<file path="src/rtl/pc_sequencer.sv">
// 64-bit fetch-stage program counter: PC+4 or a PC-relative branch from PC-4.
// Optional macro PC_SEQ_TARGET_OUT_EN exports the branch target and next-PC values.

module pc_seq_addsub64 (
    input  logic [63:0] a_i,
    input  logic [63:0] b_i,
    input  logic        sub_i,
    output logic [63:0] sum_o
);
    // Two's-complement subtract: invert b and inject the carry-in; carry-out is dropped.
    assign sum_o = a_i + (b_i ^ {64{sub_i}}) + {63'd0, sub_i};
endmodule

module pc_sequencer #(
    parameter logic [63:0] RESET_PC = 64'h0
) (
    input  logic        clk,
    input  logic        reset,
    input  logic [25:0] imm26,
    input  logic [18:0] imm19,
    input  logic        uncondBr,
    input  logic        brTaken,
`ifdef PC_SEQ_TARGET_OUT_EN
    output logic [63:0] br_target,
    output logic [63:0] pc_next,
`endif
    output logic [63:0] pc
);
    logic [63:0] pc_q;
    logic [63:0] pc_d;
    logic [63:0] imm_ext;
    logic [63:0] byte_off;
    logic [63:0] base;
    logic [63:0] target;
    logic [63:0] seq;

    assign imm_ext  = uncondBr ? {{38{imm26[25]}}, imm26} : {{45{imm19[18]}}, imm19};
    assign byte_off = imm_ext << 2;

    // The branch decision lags fetch by one stage, so the offset is relative to PC-4.
    pc_seq_addsub64 u_base (
        .a_i   (pc_q),
        .b_i   (64'd4),
        .sub_i (1'b1),
        .sum_o (base)
    );

    pc_seq_addsub64 u_target (
        .a_i   (base),
        .b_i   (byte_off),
        .sub_i (1'b0),
        .sum_o (target)
    );

    pc_seq_addsub64 u_seq (
        .a_i   (pc_q),
        .b_i   (64'd4),
        .sub_i (1'b0),
        .sum_o (seq)
    );

    always_comb begin
        pc_d = seq;
        if (brTaken) begin
            pc_d = target;
        end
    end

    always_ff @(posedge clk) begin
        if (reset) begin
            pc_q <= RESET_PC;
        end else begin
            pc_q <= pc_d;
        end
    end

    assign pc = pc_q;

`ifdef PC_SEQ_TARGET_OUT_EN
    assign br_target = target;
    assign pc_next   = pc_d;
`endif

endmodule

</file>
<file path="config.mk">
export PLATFORM = sky130hd
export DESIGN_NAME = pc_sequencer
export DESIGN_NICKNAME = d
export VERILOG_FILES = /design/src/rtl/pc_sequencer.sv
export SDC_FILE = /design/constraint.sdc
export NUM_CORES = 1
export LEC_CHECK = 0
export BUFFER_PORTS_ARGS = -buffer_cell sky130_fd_sc_hd__buf_2
export CAP_MARGIN = 0
export CELL_PAD_IN_SITES_DETAIL_PLACEMENT = 2
export CELL_PAD_IN_SITES_GLOBAL_PLACEMENT = 2
export CORE_UTILIZATION = 31
export DETAILED_ROUTE_END_ITERATION = 6
export GPL_TIMING_DRIVEN = 0
export PLACE_DENSITY = 0.78
export SETUP_SLACK_MARGIN = 0.05
export SKIP_CTS_REPAIR_TIMING = 1
export SYNTH_ARGS = -nofsm -noshare
export SYNTH_HDL_FRONTEND = slang
export SYNTH_SLANG_ARGS = --single-unit
</file>
<file path="constraint.sdc">
create_clock -name clk -period 6.4 [get_ports clk]
set_input_delay 0.96 -clock clk [delete_from_list [all_inputs] [get_ports clk]]
set_output_delay 0.96 -clock clk [all_outputs]
set_load 0.05 [all_outputs]
</file>
======== Word-level counts from Yosys, hierarchy flattened ========
Index checks and enable logic that the tools add are counted.
W data, S select, Z words.
cells by class
  $add $sub $neg .......................... 4
  multipliers ............................. 0
  divide/modulo/power cells ............... 0
  magnitude comparators ................... 0
  equality and inequality tests ........... 0
  shift-type cells ........................ 0
  muxes and demuxes ....................... 2
  bitwise operators ....................... 0
  reduce and logical (&&, ||, !) cells .... 0
operator list
  cell                      count
  $add A64 B1 Y64 const B   1
  $add A64 B3 Y64 const B   1
  $add A64 B64 Y64          1
  $add A64 B64 Y64 const B  1
  $mux W64                  1
  $mux W62                  1
word-level totals
  register bits after elaboration ......... 64
  latch bits .............................. 0
  bits in writable memories ............... 0
  memory bits (read-only) ................. 0
  bits of input ports ..................... 49
  output and inout bits ................... 64
  logic and storage cells ................. 7
  memories kept ........................... 0

======== Logic depth before layout (Yosys ltp) ========
Gate-level depths: netlist of run 1.
  depth in word-level cells ............... 4
  mapped depth ............................ 17
  mapped depth without buffers ............ 14

======== Cells and area by module ========
From an unflattened synthesis of run 1, not the netlist that was laid out.
unflattened totals
  cell total of the unflattened synthesis .. 2068
  area, all modules ....................... 15528.6 µm²
by module, submodules not included
  module                      times used  cells an instance  area each (µm²)  seq. area each (µm²)
  pc_seq_addsub64 (u_base)    1           622                4385.5           0.0
  pc_seq_addsub64 (u_seq)     1           617                4346.7           0.0
  pc_seq_addsub64 (u_target)  1           582                4190.3           0.0
  pc_sequencer                1           247                2606.2           1281.2

======== Worst setup path after synthesis of run 1 ========
OpenSTA, ideal clock, no wires.
  kind .................................... input to register
  start ................................... input port uncondBr
  end ..................................... register pc_q[57] (netlist: pc[57])
  library setup time ...................... 0.086 ns
  arrival time ............................ 5.998 ns
  data required time ...................... 6.314 ns
  slack ................................... 0.317 ns
  stages on the path ...................... 17
  buffers on the path ..................... 3
  path through ............................ clkbuf_1 > nor2b_1 > clkbuf_1 > a21oi_1 > ha_1 > inv_1 > ha_1 > clkbuf_1 > a21oi_1 > o21ai_0 > a221o_1 > o2bb2ai_1 > nor4_1 > o32ai_1 > a311oi_1 > xor2_1 > a211oi_1
on the way
  word-level cells in the longest chain between the ends .. 3
RTL lines
  element               RTL line  source
  from (decl)           21        input logic uncondBr,
  $mux W62              37        assign imm_ext = uncondBr ? {{38{imm26[25]}}, imm26} : {{45{imm19[18]}}, imm19};
  $add A64 B64 Y64      11        assign sum_o = a_i + (b_i ^ {64{sub_i}}) + {63'd0, sub_i};
  $mux W64              64        if (brTaken) begin
  to (signal assigned)  73        pc_q <= pc_d;
  to (decl)             29        logic [63:0] pc_q;
Every way passes these cells.
A chain may end at the register's enable or synchronous reset.

======== Final worst setup path of run 1 ========
Ends and elaborated chain as after synthesis.

==> results.sh, run 1 <==
export IMPL_outcome="complete, no violations"
export IMPL_rows=60
export IMPL_yosysTopAreaCell="ha_1"
export IMPL_cap_violations=0
export IMPL_grt_pass1_vias=9639
export IMPL_cts_made_buffers=9
export IMPL_cpPeakStageDelay_ns=0.78
export IMPL_reg2regPathDepth=14
export IMPL_arrival_ns=6.00
export IMPL_worst_slack_ns=0.592
export IMPL_cts_tree="built"
export IMPL_clk_pin_slew_worst_paths_ns=0.07
export IMPL_clk_latency_ns=0.36
export IMPL_ant_nets=0
export IMPL_yosysSeqAreaShare_pct=14.7
export IMPL_coreArea_um2=26900
export IMPL_crit_chain="clkbuf_1 > clkbuf_2 > mux2i_1 > ha_1 > inv_1 > ha_1 > fa_1 > a21oi_1 > o211ai_2 > a21boi_0 > a211oi_1 > nor4_1 > o32ai_1 > a311oi_1 > xor2_1 > a211oi_1"
export IMPL_syn_area_um2=8460
export IMPL_htreeDepth=3
export IMPL_finClkSkew_ns=0.00845
export IMPL_clkSinkCount=62
export IMPL_start_util_pct=31.5
export IMPL_min_from="pc[44]"
export IMPL_syn_to_final_growth_pct=15.3
export IMPL_hold_slack_ns=0.598
export IMPL_holdPathStages=2
export IMPL_largest_reg_flops=62
export IMPL_io_pins=113
export IMPL_vias=8919
export IMPL_start_kind="input port"
export IMPL_diodes=0
export IMPL_fmax_mhz=172
export IMPL_synth_edf_count=0
export IMPL_path_class="in2reg"
export IMPL_cp_data_required_time_ns=6.60
export IMPL_hpwlAfterDp_um=26200
export IMPL_ys_ff_latch=62
export IMPL_cp_num_buf_inv=3
export IMPL_synth_top_area_share_pct=18.0
export IMPL_globalRoute_totalOverflow=0
export IMPL_path_depth=16
export IMPL_tightestPinTransition_ns=1.19
export IMPL_dpl_cell_count=1637
export IMPL_synth_warning_count=0
export IMPL_rsz0062_at_grt="no"
export IMPL_critPathTopFamily="compound AO/OA/AOI/OAI gates"
export IMPL_fin_crit_sh_pct=90.8
export IMPL_final_max_slew_violation_count=0
export IMPL_power_density_nw_per_um2=551
export IMPL_synthCells=1186
export IMPL_synth_most_common_cell="inv_1"
export IMPL_grt_start_max_net_pins=20
export IMPL_place_ws_ns=0.0413
export IMPL_drive_gt1_share_pct=10.7
export IMPL_antenna_found_initial=0
export IMPL_port_buffers=108
export IMPL_hp_class="reg2reg"
export IMPL_fp_dieH_um=167
export IMPL_viasPerCell=5.40
export IMPL_drt_initial_drc_count=287
export IMPL_cp_startpoint="uncondBr"
export IMPL_cp_slowest_cell="nor4_1"
export IMPL_p_total_mw=5.37
export IMPL_endpoint_kind="flop"
export IMPL_gp_congestion=0.861
export IMPL_hold_viol=0
export IMPL_drt_pass1_iterations=4
export IMPL_yosysUniqueCellTypes=63
export IMPL_avgRoutedWirePerCell_um=19.6
export IMPL_fp_dieW_um=167
export IMPL_synthFlopType="dfxtp_1"
export IMPL_crit_fanout=10
export IMPL_grtUsageTotal_pct=23.5
export IMPL_final_nets=1479
export IMPL_grt_pass1_wl_um=51700
export IMPL_cts_root_buf="clkbuf_16"
export IMPL_stdcell_count=1653
export IMPL_period_minus_slack_ns=5.81
export IMPL_die_area_um2=28000
export IMPL_setup_viol=0
export IMPL_p_leak_nw=4.63
export IMPL_routed_wl_um=32400
export IMPL_yosys_top_cells_area="ha_1 18%, dfxtp_1 15%, inv_1 8.9%"
export IMPL_ir_worst_vdd_mv=0.194
export IMPL_drc_errors=0
export IMPL_avgSynthCellArea_um2=7.14
export IMPL_r2r_start="pc[3]"
export IMPL_async_reset_ff_share_pct=0
export IMPL_slew_headroom_pct=19.8
export IMPL_synthTopCellsByCount="200 x inv_1, 122 x ha_1, 84 x a21oi_1"
export IMPL_cts_buffer_depth=2
[power breakdown]
part	switching [mW]	leakage (nW)	internal, mW
sequential	0.182	0.515	0.527
combinational	2.72	3.98	1.42
clock	0.220	0.137	0.301
[per-layer routing]
| layer | GRT usage (%) | wire (µm) | vias up |
|---|---|---|---|
| met4 | 7.86 | 797 | 0 |
| met5 | 0 | 0 | - |
| met3 | 2.08 | 1160 | 44 |
| met2 | 41.6 | 15600 | 147 |
| li1 | - | - | 4356 |
| met1 | 29.9 | 14800 | 4372 |
[worst min-delay path: cells and delay by family, from the launching register on]
kind / cells / cell delay [ns]
flip-flops: 1 / 0.33
XOR/XNOR: 1 / 0.16
AO/OA/AOI/OAI: 1 / 0.07
[per-stage QoR]
stage	instance area [µm²]	TNS [ns]	util, %
floorplan	8470	0	-
CTS	9760	0	36.3
global route	9760	0	36.3
detailed placement	9470	0	35.3
global placement	9440	-57.69	35.1
finish	9760	0	36.3
[layout make-up]
type / count / area, µm²
Clock buffer: 12 / 236
Fill cell: 3269 / 17100
Sequential cell: 62 / 1240
Tap cell: 341 / 427
Buffer: 53 / 209
Clock inverter: 4 / 47.5
Multi-Input combinational cell: 872 / 6280
Inverter: 200 / 751
Timing Repair Buffer: 109 / 568
[worst paths after layout]
check            to  slack (ns)
max          pc[57]        0.59
min          pc[44]        0.60
max reg2reg  pc[57]        1.96
min reg2reg  pc[44]        0.60
[cells by family after synthesis]
logic type                 after synthesis  synth area share (%)
and+or+nand+nor                        320                  18.7
AOI/OAI and AO/OA                      296                  23.2
buffers and inverters                  253                  11.3
muxes                                   21                  2.48
adders and majority gates              123                  18.3
other                                    1                0.0443
xor gates and xnor gates               110                  11.4
DFF                                     62                  14.7
[layout by cell type, fill, tap and decap left out, drive strengths merged, types with 16 or more instances in the layout]
cell    instances
inv           200
ha            122
buf           114
a21oi          84
xnor2          77
nor2           76
nand2          75
dfxtp          62
clkbuf         60
a211oi         47
a21o           45
nand3          37
o21ai          36
xor2           33
nand4          30
nor3           30
mux2i          21
and3           16
(Power assumes the default switching activity.)
==> inputs of run 2 (changes only) <==
Settings changed: ABC_AREA set to 1, CORE_MARGIN set to 3, CORE_UTILIZATION 31 to 28.
==> run 2 against run 1 <==
Non-clock buffer count decreased by 28; critical endpoint is now pc[28]; die area grew 48%; clock-buffer cell count down 3; cell area is 28% higher; first-iteration DRC count increased to 3.0 times the previous value; clock power rose by 8.8%; wire length is 78% higher; critical path depth increased by 1; register-to-register slack gained 0.74 ns; largest cell class unchanged; setup slack gained 0.91 ns; area after synthesis up 29%.
==> results.sh, run 2 <==
export IMPL_cap_violations=0
export IMPL_cp_data_required_time_ns=6.64
export IMPL_vias=13600
export IMPL_port_buffers=108
export IMPL_outcome="complete, no violations"
export IMPL_switchingPower_mw=4.19
export IMPL_synth_simple_area_share_pct=42.5
export IMPL_antenna_found_initial=1
export IMPL_gp_congestion=0.953
export IMPL_swShare_pct=64.9
export IMPL_period_minus_slack_ns=4.90
export IMPL_ir_worst_vdd_mv=0.129
export IMPL_stdcell_area_um2=12500
export IMPL_endpoint_kind="flop"
export IMPL_clk_latency_ns=0.35
export IMPL_synth_most_common_cell="nand2_1"
export IMPL_drt_initial_drc_count=863
export IMPL_drt_pass1_iterations=5
export IMPL_cts_buffer_depth=2
export IMPL_globalRoute_totalOverflow=0
export IMPL_clkPwrFrac_pct=8.8
export IMPL_hpwlAfterDp_um=50900
export IMPL_yosys_top_cells_area="nand2_1 23%, inv_1 17%, ha_1 14%"
export IMPL_rsz0062_at_grt="no"
export IMPL_ant_nets=0
export IMPL_pwr_share_seq_pct=11.7
export IMPL_yosysSeqAreaShare_pct=11.3
export IMPL_tightestPinTransition_ns=0.954
export IMPL_io_pins=113
export IMPL_htreeDepth=3
export IMPL_grt_pass1_wl_um=86900
export IMPL_stdcell_count=2693
export IMPL_synth_edf_count=0
export IMPL_r2r_start="pc[10]"
export IMPL_avgRoutedWirePerCell_um=21.4
export IMPL_drive_gt1_share_pct=7.70
export IMPL_final_max_slew_violation_count=0
export IMPL_min_from="pc[39]"
export IMPL_clkSinkCount=62
export IMPL_fp_dieH_um=204
export IMPL_final_nets=2349
export IMPL_coreArea_um2=38100
export IMPL_dpl_instance_area_um2=12200
export IMPL_slew_headroom_pct=36.4
export IMPL_syn_area_um2=11000
export IMPL_async_reset_ff_share_pct=0
export IMPL_arrival_ns=5.14
export IMPL_power_density_nw_per_um2=517
export IMPL_yosysUniqueCellTypes=42
export IMPL_cts_tree="built"
export IMPL_p_comb_share_pct=79.5
export IMPL_clk_pin_slew_worst_paths_ns=0.06
export IMPL_p_leak_nw=7.11
export IMPL_ys_ff_latch=62
export IMPL_synth_mux_area_share_pct=1.64
export IMPL_synthTopCellsByCount="682 x nand2_1, 496 x inv_1, 178 x nor2_1"
export IMPL_die_area_um2=41500
export IMPL_cts_root_buf="clkbuf_16"
export IMPL_fin_crit_sh_pct=76.5
export IMPL_most_common_layout_cells="682 x nand2_1, 496 x inv_1, 178 x nor2_1"
export IMPL_syn_to_final_growth_pct=14.2
export IMPL_drc_errors=0
export IMPL_fp_dieW_um=204
export IMPL_crit_fanout=10
export IMPL_rows=71
export IMPL_synth_warning_count=0
export IMPL_avgSynthCellArea_um2=5.33
export IMPL_synth_top_family_by_area="simple AND/OR/NAND/NOR gates"
export IMPL_largest_reg_flops=62
export IMPL_finClkSkew_ns=0.0136
export IMPL_synthFlopType="dfxtp_1"
export IMPL_fmax_mhz=204
export IMPL_yosysTopAreaCell="nand2_1"
export IMPL_diodes=0
export IMPL_synth_xor_area_share_pct=3.68
export IMPL_p_int_mw=2.27
export IMPL_start_kind="input port"
export IMPL_start_util_pct=28.7
export IMPL_viasPerCell=5.03
export IMPL_path_class="in2reg"
export IMPL_synthAdderAreaFrac_pct=14.1
export IMPL_final_common_cell="nand2_1"
export IMPL_cts_made_buffers=9
export IMPL_dpl_cell_count=2677
export IMPL_synthCells=2056
export IMPL_hp_class="reg2reg"
export IMPL_cp_startpoint="uncondBr"
export IMPL_synth_compound_area_share_pct=8.49
export IMPL_grt_start_max_net_pins=20
export IMPL_routed_wl_um=57700
export IMPL_grt_pass1_vias=14500
export IMPL_grtUsageTotal_pct=27.7
export IMPL_hold_viol=0
export IMPL_setup_viol=0
export IMPL_fillCellCount=4991
export IMPL_synth_top_area_share_pct=23.4
-- run 2: cell count changes in the layout (fill, tap and decap cells not counted), sizes merged, moves of 45 or more --
| cell | before | now |
|---|---|---|
| nand2 | 75 | 687 |
| inv | 200 | 503 |
| nor2 | 76 | 185 |
| nand3 | 37 | 128 |
| xnor2 | 77 | 1 |
| a211oi | 47 | 0 |
| a21o | 45 | 0 |
-- run 2: cell type report --
type	count	area, µm²	area share, %
multi-input combinational	1469	7730	61.9
sequential	62	1240	9.93
clock buffer	9	225	1.80
timing repair buffer	109	568	4.54
inverter	501	1880	15.0
tap	511	639	5.11
buffer	25	110	0.881
clock inverter	7	104	0.831
-- run 2: metal layers --
layer / part of all wire, % / global-route usage [%] / up-vias
li1: - / - / 6508
met1: 47 / 37.3 / 6703
met2: 46 / 47.4 / 280
met3: 4.3 / 3.02 / 65
met4: 2.4 / 6.42 / 2
met5: 0.026 / 0 / -
-- run 2: metrics by stage --
stage	setup WS (ns)	TNS, ns	hold slack [ns]	total power, mW	utilization [%]
after global routing	1.17	0	0.675	7.07	32.8
after global placement	-0.766	-17.00	0.599	5.58	31.8
after CTS	1.54	0	0.630	6.41	32.8
after detailed placement	1.21	0	0.620	5.81	31.9
after floorplan	1.63	0	0.787	4.02	-
final	1.50	0	0.621	6.46	32.8
-- run 2: path summary, 6_finish.rpt --
kind | endpoint | slack [ns] | cells after the start
worst max-delay path | pc[28] | 1.50 | 17
worst min-delay path | pc[39] | 0.62 | 3
worst max register to register | pc[28] | 2.70 | 15
worst min register to register | pc[39] | 0.62 | 3
-- run 2: kinds of logic after synthesis --
logic type / count (synthesis)
flip-flops: 62
buffers and inverters: 526
other: 1
multiplexers: 18
AO/OA/AOI/OAI: 179
adder cells (fa/ha/maj): 123
XOR/XNOR: 46
AND/OR/NAND/NOR: 1101
-- run 2: worst max-delay path, stage by stage --
cell,delay (ns)
buf_2,0.35
buf_1,0.65
mux2i_1,0.35
ha_1,0.20
inv_1,0.05
ha_1,0.35
nand2_1,0.18
nor2_1,0.50
nand3_1,0.16
nand3_1,0.29
nand2_1,0.09
nand2_1,0.27
a21oi_1,0.11
o21ai_0,0.36
nand2_1,0.11
nand2_1,0.09
inv_1,0.04
-- run 2: power by group through the flow --
stage          logic (mW)  clock network (mW)  registers [mW]
6_report             5.14               0.568           0.756
5_1_grt              5.71               0.586           0.776
4_1_cts              5.08               0.570           0.752
3_5_place_dp         5.06                   0           0.758
3_3_place_gp         4.83                   0           0.753
2_1_floorplan        2.88                   0            1.14
